**config.mk**
```make
export PLATFORM = sky130hd
export DESIGN_NAME = imm_decode_stage
export DESIGN_NICKNAME = d
export VERILOG_FILES = /design/src/rtl/imm_decode_stage.sv
export SDC_FILE = /design/constraint.sdc
export NUM_CORES = 1
export LEC_CHECK = 0
export ABC_CLOCK_PERIOD_IN_PS = 3000
export CAP_MARGIN = 10
export CORE_ASPECT_RATIO = 0.7
export CORE_MARGIN = 4
export CORE_UTILIZATION = 34
export DETAILED_ROUTE_END_ITERATION = 7
export PLACE_DENSITY = 0.81
export SETUP_SLACK_MARGIN = 0.5
export SLEW_MARGIN = 20
export SYNTH_ARGS = -nofsm -noshare
export SYNTH_HDL_FRONTEND = slang
export SYNTH_SLANG_ARGS = --single-unit
```
**constraint.sdc**
```tcl
create_clock -name clk -period 3 [get_ports clk]
set_clock_uncertainty 0.15 [all_clocks]
set_input_delay 0.6 -clock clk [delete_from_list [all_inputs] [get_ports clk]]
set_output_delay 0.6 -clock clk [all_outputs]
set_load 0.05 [all_outputs]
```
**src/rtl/imm_decode_stage.sv**
```systemverilog
// imm_decode_stage: decode pipeline register with RISC-V immediate extraction and imm_type/illegal decode.
// Define DECODE_SKID_EN to add a one-entry skid buffer so in_ready is a pure register output.
module imm_decode_stage #(
  parameter int REG_LEN = 32
) (
  input  logic               clk,
  input  logic               rst_n,
  input  logic               in_valid,
  output logic               in_ready,
  input  logic [31:0]        in_instr,
  input  logic [REG_LEN-1:0] in_pc,
  input  logic               flush,
  output logic               out_valid,
  input  logic               out_ready,
  output logic [REG_LEN-1:0] out_pc,
  output logic [2:0]         imm_type,
  output logic [REG_LEN-1:0] imm_J,
  output logic [REG_LEN-1:0] imm_U,
  output logic [REG_LEN-1:0] imm_B,
  output logic [REG_LEN-1:0] imm_S,
  output logic [REG_LEN-1:0] imm_I,
  output logic [6:0]         opcode,
  output logic [4:0]         rd,
  output logic [4:0]         rs1,
  output logic [4:0]         rs2,
  output logic [2:0]         funct3,
  output logic [6:0]         funct7,
  output logic               illegal
);
  logic [31:0] i;
  logic [6:0]  op;
  logic [2:0]  dtype;
  logic        dill;
  logic        cap;
  assign op = in_instr[6:0];
  assign dtype = op == 7'b1101111 ? 3'd0 :
                 (op == 7'b0110111 || op == 7'b0010111) ? 3'd1 :
                 op == 7'b1100011 ? 3'd2 :
                 op == 7'b0100011 ? 3'd3 :
                 (op == 7'b0000011 || op == 7'b0010011 || op == 7'b1100111 || op == 7'b1110011) ? 3'd4 : 3'd5;
  assign dill = dtype == 3'd5 && op != 7'b0110011;
  assign cap = in_valid && in_ready;
`ifdef DECODE_SKID_EN
  logic               skid_full;
  logic [31:0]        s_instr;
  logic [REG_LEN-1:0] s_pc;
  logic [2:0]         s_type;
  logic               s_ill;
  assign in_ready = !skid_full;
  always_ff @(posedge clk or negedge rst_n) begin
    if (!rst_n) begin
      out_valid <= 1'b0;
      skid_full <= 1'b0;
      {i, out_pc, imm_type, illegal} <= {32'h13, {REG_LEN{1'b0}}, 3'd4, 1'b0};
      {s_instr, s_pc, s_type, s_ill} <= {32'h13, {REG_LEN{1'b0}}, 3'd4, 1'b0};
    end else if (flush) begin
      out_valid <= 1'b0;
      skid_full <= 1'b0;
    end else if (!out_valid || out_ready) begin
      out_valid <= skid_full || cap;
      skid_full <= 1'b0;
      if (skid_full)
        {i, out_pc, imm_type, illegal} <= {s_instr, s_pc, s_type, s_ill};
      else if (cap)
        {i, out_pc, imm_type, illegal} <= {in_instr, in_pc, dtype, dill};
    end else if (cap) begin
      skid_full <= 1'b1;
      {s_instr, s_pc, s_type, s_ill} <= {in_instr, in_pc, dtype, dill};
    end
  end
`else
  assign in_ready = !out_valid || out_ready;
  always_ff @(posedge clk or negedge rst_n) begin
    if (!rst_n) begin
      out_valid <= 1'b0;
      {i, out_pc, imm_type, illegal} <= {32'h13, {REG_LEN{1'b0}}, 3'd4, 1'b0};
    end else if (flush) begin
      out_valid <= 1'b0;
    end else if (cap) begin
      out_valid <= 1'b1;
      {i, out_pc, imm_type, illegal} <= {in_instr, in_pc, dtype, dill};
    end else if (out_ready) begin
      out_valid <= 1'b0;
    end
  end
`endif
  assign opcode = i[6:0];
  assign rd     = i[11:7];
  assign funct3 = i[14:12];
  assign rs1    = i[19:15];
  assign rs2    = i[24:20];
  assign funct7 = i[31:25];
  assign imm_I  = REG_LEN'($signed(i[31:20]));
  assign imm_S  = REG_LEN'($signed({i[31:25], i[11:7]}));
  assign imm_B  = REG_LEN'($signed({i[31], i[7], i[30:25], i[11:8], 1'b0}));
  assign imm_U  = REG_LEN'($signed({i[31:12], 12'b0}));
  assign imm_J  = REG_LEN'($signed({i[31], i[19:12], i[20], i[30:21], 1'b0}));
endmodule

```
==> flow_summary.ini <==
[power_and_ir_drop]
seqPwrFrac = 0.218
vdd_drop_max_uv = 466
clock_power_share = 0.223
p_leak_uw = 0.00257
swShare = 0.486
p_comb_frac = 0.559
powerDensity_nw_per_um2 = 940
p_int_uw = 2880
netSwitchingPower_uw = 2730

[logic_synthesis]
seq_area_frac_synth = 0.439
yosysWarningCount = 0
netlist_instances = 327
syn_area_per_cell_sq_um = 12.1
synth-seq-cells = 69
yosys.cell_types.count = 25
syn_area_sq_um = 3940

[clocking]
worstSkewPairLatency_ns = 0.33
clock-root-buffer = clkbuf_16
cts_sinks = 69
cts.path.max_buffers = 2
numCtsBuffers = 9
h-tree-depth = 3
cts-hold-fix-buffers = 0
post-cts-setup-buffers = 0
cts_tree = yes
clk_pin_slew_ns = 0.06
ctsResizeCount = 0

[die]
dieWidth_um = 137
row_count = 32
io_pins = 299
coreArea_sq_um = 11200
dieArea_sq_um = 13400
start_util = 0.353
fp.dieH_um = 98.1

[global_routing]
antenna_found_initial = 0
grt_max_degree = 78
grt_first_pass_wirelength_um = 15300
overflow = 0
grt_pass1_vias = 2784
grt_usage = 0.148

[route]
wl_per_cell_um = 16.4
ant_nets = 0
vias = 2636
drt_wl_total_um = 10400
drc_errors = 0
via_per_inst = 4.17
drt-initial-drc-count = 31
first_pass_iters = 4

[worst_setup_path]
worst_ep_required_time_ns = 2.25
path_buf_inv = 1
crit_slowest_cell = clkdlybuf4s50_1
r2r_cells = 4
cp_max_fo = 2
crit_path_end_kind = primary output
crit_family = buffers and inverters
critical_path.cell_chain = clkdlybuf4s50_1
slowest_delay_ns = 0.83
rr_startpoint = out_valid$_DFFE_PN0P_
r2r_slack_ns = 1.33
r2r_end = i[22]$_DFFE_PN0P_
arrival_ns = 1.69
start_kind = flop
worstSetupPathType = reg -> out
cp.depth = 1

[final_layout]
antenna_cells = 0
fillers = 923
final_area_sq_um = 5970
area_growth_pct = 51.4
drive_gt1_frac = 0.363
final_util = 0.534
nets = 543

[sta]
timing.setup.tns_ns = 0
fmax_mhz = 410
tightest_slew_ns = 0.628
setup_viol_count_final = 0
fin_crit_sh = 0.813
maxSlewViolCount = 0
hold_viol = 0
relSlewSlack = 0.581
rsz0062_at_grt = false
final.min_clock_period_ns = 2.44
final.setup.worst_slack_ns = 0.562

[placement]
place_ws_ns = 0.614
hpwl_um = 8320
place.gp.congestion = 0.780
io_buffers = 284
dpl_cell_area_sq_um = 5610

[hold_path]
hold_class = in -> async

[status]
outcome = finished, final reports clean

[flow_run]
max_cap_viol_count = 0
placed cells by master (no fill, tap or decap), drive strengths merged:
master and n:
mux2 65, clkbuf 10, nand2b 3, inv 4
dfrtp 65, xor2 1, o21ai 4, conb 14
nand3 1, nor2b 1, a21oi 1, nand4b 1
nor2 3, clkinvlp 1, dfstp 4, clkdlybuf4s50 206
bufinv 3, nand3b 2, or3b 1, a221oi 1
o31ai 2, o32a 1, buf 84, nor4 1
state kept, by name (all words and copies together) (netlist names):
register and cells:
illegal 1, imm_type 3, out_valid 1, i 32
out_pc 32
Yosys cell counts, drive strengths merged:
cell type | instances | area, sq um
nand3 | 1 | 5.00
nand4b | 1 | 8.76
buf | 167 | 1260
inv | 2 | 7.51
a221oi | 1 | 8.76
dfstp | 4 | 105
nor2b | 1 | 13.8
o32a | 1 | 10.0
conb | 1 | 3.75
mux2 | 65 | 769
nand3b | 2 | 15.0
nor2 | 3 | 18.8
o31ai | 2 | 15.0
or3b | 1 | 8.76
nand2b | 3 | 26.3
xor2 | 1 | 8.76
o21ai | 4 | 20.0
nor4 | 1 | 6.26
a21oi | 1 | 5.00
dfrtp | 65 | 1630
final cells by class:
cell class,instances,area (sq um),area share
clock buffer,10,239,0.0400
clock inverter,6,115,0.0193
inverter,2,7.51,0.00126
multi-input combinational,102,992,0.166
sequential,69,1730,0.290
tap,153,191,0.0321
timing repair buffer,290,2690,0.451
routing by layer:
layer	GRT usage	wire, um
met1	0.137	3350
met2	0.269	5380
met3	0.0819	1400
met4	0.0596	252
met5	0	0
metrics by stage:
stage               total power (uW)  hold WS [ns]  cells
floorplan                       3780         0.154    340
global placement                4360         0.340    616
detailed placement              4390         0.342    616
CTS                             5670         0.131    632
global route                    5810         0.155    632
finish                          5610         0.127    632
power by group through the flow:
stage                     combinational, uW  clock [uW]  sequential [uW]
after floorplan                        1990           0             1790
final                                  3140        1250             1220
after global routing                   3230        1330             1250
after detailed placement               3160           0             1240
after CTS                              3160        1280             1230
after global placement                 3130           0             1230
cell families (layout without fill, tap and decap cells):
| group | after synthesis | count (layout) | synth area share |
|---|---|---|---|
| AOI/OAI and AO/OA | 9 | 9 | 0.0149 |
| and+or+nand+nor | 13 | 13 | 0.0260 |
| xor gates and xnor gates | 1 | 1 | 0.00222 |
| DFF | 69 | 69 | 0.439 |
| other | 1 | 14 | 0.000951 |
| muxes | 65 | 65 | 0.195 |
| buffers and inverters | 169 | 308 | 0.321 |
worst max-delay path by stage:
stage | slack [ns] | to | startpoint
floorplan | 0.80 | imm_B[12] | i[31]$_DFFE_PN0P_
global placement | 0.66 | i[22]$_DFFE_PN0P_ | in_valid
detailed placement | 0.61 | i[10]$_DFFE_PN0P_ | in_valid
CTS | 0.54 | imm_type[2] | imm_type[2]$_DFFE_PN1P_
global route | 0.51 | opcode[4] | i[4]$_DFFE_PN1P_
finish | 0.56 | opcode[4] | i[4]$_DFFE_PN1P_
Power figures use the tool's default switching activity.
